--- config.mk ---
export PLATFORM = sky130hd
export DESIGN_NAME = id_ex_stage
export DESIGN_NICKNAME = d
export VERILOG_FILES = /design/src/rtl/id_ex_stage.sv
export SDC_FILE = /design/constraint.sdc
export NUM_CORES = 1
export LEC_CHECK = 0
export ABC_CLOCK_PERIOD_IN_PS = 2500
export CAP_MARGIN = 10
export CORE_UTILIZATION = 44
export CTS_CLUSTER_DIAMETER = 30
export DETAILED_ROUTE_END_ITERATION = 10
export GPL_ROUTABILITY_DRIVEN = 0
export PLACE_DENSITY = 0.88
export SYNTH_ARGS = -nofsm -noshare
export SYNTH_HDL_FRONTEND = slang
export SYNTH_SLANG_ARGS = --single-unit
--- constraint.sdc ---
create_clock -name clk -period 2.5 [get_ports clk]
set_clock_uncertainty 0.05 [all_clocks]
set_input_delay 0.25 -clock clk [delete_from_list [all_inputs] [get_ports clk]]
set_output_delay 0.25 -clock clk [all_outputs]
set_load 0.02 [all_outputs]
--- src/rtl/id_ex_stage.sv ---
// id_ex_stage: ID/EX pipeline register for the 5-stage MIPS core, with
// load-use hazard detection.
//
// Each clock the decoded control, operands and register addresses from ID are
// captured and presented to EX. A load sitting in EX whose destination feeds
// the instruction in ID raises Stall. Stall holds the PC and IF/ID, and this
// stage inserts a bubble. Flush squashes the incoming instruction. Freeze
// holds everything as it is.
//
// Update priority on each edge: reset > Freeze > Flush > Stall > load.
//
// Optional feature, enabled by defining ID_EX_STALL_CNT_EN:
//   Adds output StallCnt[CNT_W-1:0]. It is a saturating count of bubbles
//   caused by Stall alone, not counting edges where Flush or Freeze is active.

module id_ex_stage #(
    parameter int DATA_W    = 32,
    parameter int ALUCODE_W = 5
`ifdef ID_EX_STALL_CNT_EN
    ,
    parameter int CNT_W     = 16
`endif
) (
    input  logic                 clk,
    input  logic                 reset,
    input  logic                 Freeze,
    input  logic                 Flush,

    // Decoded control from ID
    input  logic                 RegWrite_id,
    input  logic                 MemRead_id,
    input  logic                 MemWrite_id,
    input  logic                 MemToReg_id,
    input  logic                 RegDst_id,
    input  logic                 ALUSrcA_id,
    input  logic                 ALUSrcB_id,
    input  logic [ALUCODE_W-1:0] ALUCode_id,
    input  logic                 RtRead_id,

    // Operands and register addresses from ID
    input  logic [DATA_W-1:0]    Imm_id,
    input  logic [DATA_W-1:0]    Sa_id,
    input  logic [4:0]           RsAddr_id,
    input  logic [4:0]           RtAddr_id,
    input  logic [4:0]           RdAddr_id,
    input  logic [DATA_W-1:0]    RsData_id,
    input  logic [DATA_W-1:0]    RtData_id,

    // Registered control to EX
    output logic                 RegWrite_ex,
    output logic                 MemRead_ex,
    output logic                 MemWrite_ex,
    output logic                 MemToReg_ex,
    output logic                 RegDst_ex,
    output logic                 ALUSrcA_ex,
    output logic                 ALUSrcB_ex,
    output logic [ALUCODE_W-1:0] ALUCode_ex,

    // Registered operands and addresses to EX
    output logic [DATA_W-1:0]    Imm_ex,
    output logic [DATA_W-1:0]    Sa_ex,
    output logic [DATA_W-1:0]    RsData_ex,
    output logic [DATA_W-1:0]    RtData_ex,
    output logic [4:0]           RsAddr_ex,
    output logic [4:0]           RtAddr_ex,
    output logic [4:0]           RdAddr_ex,

`ifdef ID_EX_STALL_CNT_EN
    output logic [CNT_W-1:0]     StallCnt,
`endif
    output logic                 Stall
);

    // Every field carried from ID to EX. An all-zero value is a NOP bubble:
    // nothing is written, nothing is accessed in memory, and the destination
    // resolves to $0.
    typedef struct packed {
        logic                 reg_write;
        logic                 mem_read;
        logic                 mem_write;
        logic                 mem_to_reg;
        logic                 reg_dst;
        logic                 alu_src_a;
        logic                 alu_src_b;
        logic [ALUCODE_W-1:0] alu_code;
        logic [DATA_W-1:0]    imm;
        logic [DATA_W-1:0]    sa;
        logic [DATA_W-1:0]    rs_data;
        logic [DATA_W-1:0]    rt_data;
        logic [4:0]           rs_addr;
        logic [4:0]           rt_addr;
        logic [4:0]           rd_addr;
    } ex_fields_t;

    ex_fields_t id_fields;
    ex_fields_t ex_d;
    ex_fields_t ex_q;
    logic       stall;

    // Gather the ID-side inputs into one record.
    always_comb begin
        id_fields = '{
            reg_write:  RegWrite_id,
            mem_read:   MemRead_id,
            mem_write:  MemWrite_id,
            mem_to_reg: MemToReg_id,
            reg_dst:    RegDst_id,
            alu_src_a:  ALUSrcA_id,
            alu_src_b:  ALUSrcB_id,
            alu_code:   ALUCode_id,
            imm:        Imm_id,
            sa:         Sa_id,
            rs_data:    RsData_id,
            rt_data:    RtData_id,
            rs_addr:    RsAddr_id,
            rt_addr:    RtAddr_id,
            rd_addr:    RdAddr_id
        };
    end

    // Load-use hazard: a load in EX writes a register that the ID instruction
    // reads. Rt counts as a source only when ID says so.
    always_comb begin
        stall = 1'b0;
        if (ex_q.mem_read && (ex_q.rt_addr != 5'd0)) begin
            stall = (ex_q.rt_addr == RsAddr_id) ||
                    (RtRead_id && (ex_q.rt_addr == RtAddr_id));
        end
    end

    // Next EX contents. Freeze holds. Flush or Stall inserts a bubble.
    // Otherwise the ID instruction is loaded.
    always_comb begin
        // NOTE: the default-first assignment covers every path through the
        // block, so no latch is inferred. Blocking '=' is correct here in
        // combinational code; the flop below uses '<='.
        ex_d = ex_q;
        if (!Freeze) begin
            if (Flush || stall) begin
                ex_d = '0;
            end else begin
                ex_d = id_fields;
            end
        end
    end

    // Pipeline register with synchronous reset.
    always_ff @(posedge clk) begin
        if (reset) begin
            ex_q <= '0;
        end else begin
            ex_q <= ex_d;
        end
    end

    assign RegWrite_ex = ex_q.reg_write;
    assign MemRead_ex  = ex_q.mem_read;
    assign MemWrite_ex = ex_q.mem_write;
    assign MemToReg_ex = ex_q.mem_to_reg;
    assign RegDst_ex   = ex_q.reg_dst;
    assign ALUSrcA_ex  = ex_q.alu_src_a;
    assign ALUSrcB_ex  = ex_q.alu_src_b;
    assign ALUCode_ex  = ex_q.alu_code;
    assign Imm_ex      = ex_q.imm;
    assign Sa_ex       = ex_q.sa;
    assign RsData_ex   = ex_q.rs_data;
    assign RtData_ex   = ex_q.rt_data;
    assign RsAddr_ex   = ex_q.rs_addr;
    assign RtAddr_ex   = ex_q.rt_addr;
    assign RdAddr_ex   = ex_q.rd_addr;

    // Stall is independent of Freeze and Flush. Upstream holds whenever the
    // hazard is present.
    assign Stall = stall;

`ifdef ID_EX_STALL_CNT_EN
    logic [CNT_W-1:0] stall_cnt_d;
    logic [CNT_W-1:0] stall_cnt_q;

    // Count only bubbles caused by Stall alone, saturating at all-ones.
    always_comb begin
        stall_cnt_d = stall_cnt_q;
        if (!Freeze && !Flush && stall && (stall_cnt_q != '1)) begin
            stall_cnt_d = stall_cnt_q + CNT_W'(1);
        end
    end

    // Stall counter register with synchronous reset.
    always_ff @(posedge clk) begin
        if (reset) begin
            stall_cnt_q <= '0;
        end else begin
            stall_cnt_q <= stall_cnt_d;
        end
    end

    assign StallCnt = stall_cnt_q;
`endif

endmodule

==> results of run 1 <==
-- power by group through the flow --
stage | Combinational, mW | Sequential [mW] | Clock [mW]
2_1_floorplan | 0.375 | 3.05 | 0
3_3_place_gp | 1.36 | 2.82 | 0
3_5_place_dp | 1.38 | 2.83 | 0
4_1_cts | 1.39 | 2.78 | 2.92
5_1_grt | 1.47 | 2.80 | 3.06
6_report | 1.39 | 2.78 | 2.88
-- state kept, by name, summed over array words and instances (netlist names) --
| signal | cells |
|---|---|
| MemToReg_ex | 1 |
| Sa_ex | 32 |
| Imm_ex | 32 |
| ALUSrcA_ex | 1 |
| RsData_ex | 32 |
| ALUCode_ex | 5 |
| MemRead_ex | 1 |
| RdAddr_ex | 5 |
| ALUSrcB_ex | 1 |
| MemWrite_ex | 1 |
| RtData_ex | 32 |
| RtAddr_ex | 5 |
| RegWrite_ex | 1 |
| RegDst_ex | 1 |
| RsAddr_ex | 5 |
-- cells by family (layout without fill, tap and decap cells) --
kind of cell,after synthesis,count (layout),synth area share [%]
xor gates and xnor gates,10,10,1.37
buffers and inverters,85,360,6.85
and+or+nand+nor,163,163,9.81
DFF,155,155,48.4
AOI/OAI and AO/OA,312,312,33.6
-- area by class of cell --
class,instances,area (um2)
multi-input combinational,485,2900
timing repair buffer,330,3400
clock buffer,24,502
sequential,155,3100
clock inverter,6,158
fill,999,3750
tap,180,225
-- tightest hold or removal path: stages --
cell	delay [ns]
clkdlybuf4s50_1	0.42
nand2_1	0.07
o21ai_1	0.05
-- worst max-delay path by stage --
| stage | from | to | slack [ns] |
|---|---|---|---|
| after detailed placement | RsAddr_id[4] | Stall | 0.11 |
| after CTS | RtAddr_ex[4] | Stall | 0.19 |
| after global routing | RtAddr_ex[4] | Stall | 0.16 |
| after global placement | RsAddr_id[4] | Stall | 0.13 |
| after floorplan | RtAddr_ex[3] | Stall | 0.70 |
| final | RtAddr_ex[4] | Stall | 0.20 |
-- per-stage QoR --
| step | power (mW) | instance area [um2] | cells | hold slack (ns) |
|---|---|---|---|---|
| 2_1_floorplan | 3.43 | 6410 | 725 | 0.333 |
| 3_3_place_gp | 4.18 | 9630 | 1150 | 0.395 |
| 3_5_place_dp | 4.21 | 9630 | 1150 | 0.403 |
| 4_1_cts | 7.09 | 10300 | 1180 | 0.338 |
| 5_1_grt | 7.32 | 10300 | 1180 | 0.345 |
| 6_report | 7.05 | 10300 | 1180 | 0.356 |
-- Yosys cell counts --
cell type	number	area [um2]
buf_2	3	15.0
clkbuf_1	63	236
nand2_1	157	589
buf_1	3	11.3
or4_4	1	11.3
nand3_1	1	5.00
o21ai_1	6	30.0
buf_4	1	7.51
nand4_1	1	6.26
xnor2_1	10	87.6
o22ai_1	1	6.26
a32oi_1	155	1360
o21ai_4	1	16.3
nor2b_1	2	12.5
o21ai_0	149	746
buf_6	15	169
dfxtp_1	155	3100
nor3_1	1	5.00
-- routing by layer --
metal	routed length (um)	part of all wire, %
met5	0	0
met4	895	4.2
met3	1910	8.9
met2	10600	49
met1	8130	38
-- timing repair --
item	in CTS	in global routing
setup buffers	0	0
resized for setup	2	0
endpoints found under the setup margin	1	0
==> results.md, run 1 <==
- CP Depth: 4
- Post-synthesis register bit count: 155
- Class of the worst hold path: in -> reg
- Worst R2R Start: RtAddr_ex[4]
- Slowest stage delay, CP: 0.56 ns
- Slowest CP cell: or4_4
- Commonest cells after routing, fill and taps aside: clkdlybuf4s50_1 (314), nand2_1 (157), a32oi_1 (155)
- Seq/Total Area, Yosys: 48.4%
- DRC viols: 0
- Final setup margin: a little over 0.2 ns
- Slew Viols, Final: 0
- Setup WS pre-CTS: 0.113 ns
- Crit path kind: reg -> out
- CP max FO: 5
- Crit path buffers/inverters: 1
- Int Pwr: between 5 and 6 mW
- I/O Pins: between 300 and 400
- Worst-Margin Slew: 0.587 ns
- Largest net degree at the start of global routing: between 150 and 200
- Tcrit/Tclk final: 91.8%
- Worst r2r dst: RsData_ex[24]
- Vias in the first global route: ~6200
- Max Cap Violations: 0
- YS warnings: 0
- CTS sink cnt: 155
- Met2 GRT Util: between 40 and 50%
- Die Y: roughly 120 um
- Gate Count Post-Synth: around 730
- Via density: 5.82
- Number of antenna violations at the first check in global routing: 0
- First-pass GRT wire length: ~32000 um
- Clk pwr share: 40.9%
- H-tree levels: 4
- GRT Overall Usage: around 27%
- DR vias: 6867
- Die extent in x: approximately 120 um
- Met1 usage: 29.9%
- Hold_sp: Sa_id[20]
- Final Setup Violations: 0
- Power share of the combinational group: 19.7%
- I/O Buffers: 315
- Max clock buf depth: 2
- Skew-Pair Late Insertion Delay: 0.41 ns
- Rel. slew slack: 60.9%
- Sw Share: ~25%
- CTS Root Cell: clkbuf_16
- WL/cell: ~18 um
- R2R Setup Slk: 0.46 ns
- Sequential share of power: about two fifths
- # rows: 43
- Iter 0 DRT Violations: 550
- Outcome: complete, no violations
- Psw: 1.79 mW
- Area delta synth->final: 60.4%
- CTS Hold Buffers Added: 0
- Worst hold stages: 3
- Initial Utilization: 45.7%
- TritonRoute pass-1 iters: 5
- FMAX: 0.436 GHz
- Clock slew seen by the registers of the worst setup and hold paths: 0.06 ns
- RSZ-0062 raised after global routing: no
- Met3 GRT Util: 9.11%
- TNS Setup: 0 ns
- DRT antenna net count: 0
- Min Tclk post-route: 2.30 ns
- Worst vdd ir: 0.406 mV
- P_leak: 3.43 nW
- Gr ovfl total: 0
- Die Area: 15100 um2
- Startpoint Class: flop
- CP top delay family: simple AND/OR/NAND/NOR gates
- Critical Path Sink Type: primary output
- Nets: 1149
- Diode count: 0
- Power per cell area: 685 nW/um2
- Mapped Area: 6410 um2
- CTS tree: done
- Mapped Nets: 885
- Arrival @ worst endpoint: 2.00 ns
- Crit-path cells: or4_4 > o21ai_4 > nor2b_1 > dlygate4sd2_1
- GR peak layer: met2
- WHS Endpoint: Sa_ex[20]
- Post-layout util: 73.3%
- WP data required: ~2.2 ns
- Cts bufs inserted: 17
- Final Hold Viols: 0
- Leading cell type in the layout, fill and taps excluded: clkdlybuf4s50_1
- DRT Wirelength: 21500 um
- Layout cells sized above 1: a little under 5%
- Mean post-synth cell area: 8.85 um2
- Unique masters post-synth: 18
- Placeable Area: 14000 um2
- Reg2reg path depth: 5
- HPWL Detailed: 13800 um
(Power assumes the default switching activity.)
==> inputs of run 2 (changes only) <==
- ABC_AREA: default -> 1
- CORE_UTILIZATION: 44 -> 48
- PLACE_DENSITY: 0.88 -> 0.89
- RECOVER_POWER: default -> 25
==> results.md, run 2 <==
- Post-synthesis adder-cell area fraction: 0% (unchanged)
- Leading cell type in the layout, fill and taps excluded: clkdlybuf4s50_1
- Area delta synth->final: 46.7%
- Largest family of logic cells by synthesized area: simple AND/OR/NAND/NOR gates
- Gate Count Post-Synth: 1062 (+46%)
- TNS Setup: 0 ns (unchanged)
- # rows: 46 (+7.0%)
- WP data required: 2.20 ns (about the same)
- Via density: 4.85 (-17%)
- Max Cap Violations: 0 (unchanged)
- Synth area leaders: dfxtp_1 (39%), nand3_2 (13%), a21oi_2 (11%)
- Gr ovfl total: 0 (unchanged)
- TritonRoute pass-1 iters: 5 (unchanged)
- Skew-Pair Late Insertion Delay: 0.41 ns (about the same)
- Number of antenna violations at the first check in global routing: 0 (unchanged)
- Arrival @ worst endpoint: 1.84 ns (-0.16 ns)
- Nets: 1490 (+30%)
- Seq/Total Area, Yosys: 38.6% (-9.8 points)
- Number of buffers added for setup after CTS: 0 (unchanged)
- Fraction of registers with async set/reset: 0% (unchanged)
- CTS Root Cell: clkbuf_16
- Compound-Gate Fraction of Synth Area: 14.4% (-19 points)
- Yosys top cell area share: 38.6% (-9.8 points)
- # fillers: 1195 (+20%)
- Hold_sp: reset
- Largest net degree at the start of global routing: 82 (-47%)
- Min Tclk post-route: 2.14 ns (-0.155 ns)
- CTS Hold Buffers Added: 0 (unchanged)
- Diode count: 0 (unchanged)
- H-tree levels: 4 (unchanged)
- Post-synthesis simple-gate area fraction: 32.3% (+23 points)
- I/O Buffers: 315 (unchanged)
- Final Hold Viols: 0 (unchanged)
- Tcrit/Tclk final: 85.6% (-6.2 points)
- Psw: 1.67 mW (-6.8%)
- Post-cts sizing count: 0 (-2)
- GRT Overall Usage: 25.4% (-1.8 points)
- Mean post-synth cell area: 7.57 um2 (-14%)
- Int Pwr: 4.82 mW (-8.4%)
- Power per cell area: 551 nW/um2 (-20%)
- First-pass GRT wire length: 35600 um (+12%)
- Dominant cell by count in the synthesized netlist: nand2_1
- I/O Pins: 316 (unchanged)
- Post-Layout Cell Count: 1558 (+32%)
- Cell taking the most area after synthesis: dfxtp_1
- Outcome: complete, no violations
- Max clock buf depth: 2 (unchanged)
- DRC viols: 0 (unchanged)
- Sequential share of power: 40.3% (+0.9 points)
- Class of the worst hold path: in -> reg
- Main flop type after synthesis: dfxtp_1
- Placeable Area: 16100 um2 (+15%)
- Mapped Area: 8040 um2 (+25%)
- Power share of the combinational group: 17.1% (-2.6 points)
- Clock slew seen by the registers of the worst setup and hold paths: 0.06 ns (about the same)
- Final Setup Violations: 0 (unchanged)
- Layout cells sized above 1: 18.7% (+14 points)
- HPWL Detailed: 14800 um (+7.4%)
- Initial Utilization: 49.9% (+4.2 points)
- RSZ-0062 raised after global routing: no
- YS warnings: 0 (unchanged)
- Mapped Nets: 1222 (+38%)
- Unique masters post-synth: 19 (+1)
- Top post-synthesis cells by count: nand2_1 (181), nor2_1 (161), inv_1 (159), dfxtp_1 (155), nand3_2 (101)
- Clk pwr share: 42.6% (+1.7 points)
- Worst vdd ir: 0.409 mV (+0.63%)
- Die Area: 17300 um2 (+15%)
- Post-synthesis register bit count: 155 (unchanged)
- Commonest cells after routing, fill and taps aside: clkdlybuf4s50_1 (244), nand2_1 (182), nor2_1 (161)
- Vias in the first global route: 6996 (+12%)
- Startpoint Class: flop
- Die extent in x: 131 um (+7.0%)
- Post-layout util: 73.2% (-0.13 points)
- Design area: 11800 um2 (+15%)
- WL/cell: 14.3 um (-22%)
- Cts bufs inserted: 17 (unchanged)
- Setup crit start: RtAddr_ex[1]
- CTS sink cnt: 155 (unchanged)
- Critical Path Sink Type: primary output
- # placed instances: 1527 (+33%)
- DRT antenna net count: 0 (unchanged)
- Rel. slew slack: 62.8% (+2.0 points)
- Slew Viols, Final: 0 (unchanged)
- Worst R2R Start: RtAddr_ex[1]
- Sw Share: 25.8% (+0.33 points)
- P_leak: 4.93 nW (+44%)
- DR vias: 7556 (+10%)
- Xor-xnor portion of the synthesized cell area: 0.109% (-1.3 points)
- Worst-Margin Slew: 0.557 ns (-0.0296 ns)
- Die Y: 131 um (+7.0%)
- Post-synth EDFFs: 0 (unchanged)
- Placed standard-cell area: 11200 um2 (+16%)
- DRT Wirelength: 22300 um (+3.6%)
- Crit path kind: reg -> out
- FMAX: 0.467 GHz (+7.2%)
- CTS tree: done
- CP max FO: 5 (unchanged)
- Iter 0 DRT Violations: 501 (-8.9%)
- Mux cell area share after synthesis: 0% (unchanged)
[run 2: logic make-up (layout without fill, tap and decap cells)]
group / after synthesis / count (layout)
AND/OR/NAND/NOR: 502 / 502
buffers and inverters: 248 / 528
AO/OA/AOI/OAI: 156 / 156
flip-flops: 155 / 155
XOR/XNOR: 1 / 1
[run 2: power groups by stage]
stage / clock network [mW] / logic [mW] / registers (mW)
after floorplan: 0 / 0.463 / 2.78
after global placement: 0 / 1.10 / 2.67
after detailed placement: 0 / 1.12 / 2.67
after CTS: 2.81 / 1.13 / 2.62
after global routing: 2.94 / 1.19 / 2.63
final: 2.77 / 1.11 / 2.62
[run 2: area by class of cell]
class,count,area (um2),share of cell area (%)
Clock buffer,19,443,3.76
Inverter,163,617,5.23
Timing Repair Buffer,334,3430,29.1
Multi-Input combinational cell,659,3740,31.7
Tap cell,216,270,2.29
Sequential cell,155,3100,26.3
Clock inverter,12,188,1.59
[run 2: final timing paths]
| check | to | slack (ns) | cells past startpoint |
|---|---|---|---|
| worst max-delay path | Stall | 0.36 | 9 |
| worst min-delay path | MemWrite_ex | 0.23 | 2 |
| worst max register to register | Sa_ex[19] | 0.46 | 11 |
| worst min register to register | Sa_ex[28] | 0.41 | 2 |
[run 2: metal layers]
metal	wire length (um)	global-route usage, %
met1	9060	29.7
met2	11300	44.7
met3	1180	5.09
met4	685	11.5
met5	0	0
[run 2: per-stage QoR]
step	hold slack, ns	setup WS, ns	total power, mW
floorplan	0.419	0.924	3.25
global placement	0.396	0.219	3.77
detailed placement	0.404	0.197	3.79
CTS	0.212	0.0549	6.56
global route	0.229	0.201	6.75
finish	0.225	0.359	6.49
[run 2: worst max-delay path, stage by stage, from the launching register on]
cell and delay (ns):
dfxtp_1 0.42, inv_1 0.11, nand2_1 0.07, nand2_1 0.07, nor2_1 0.15, nand3_2 0.07, nand2_1 0.15, nand2_8 0.05
inv_1 0.05, dlymetal6s2s_1 0.28
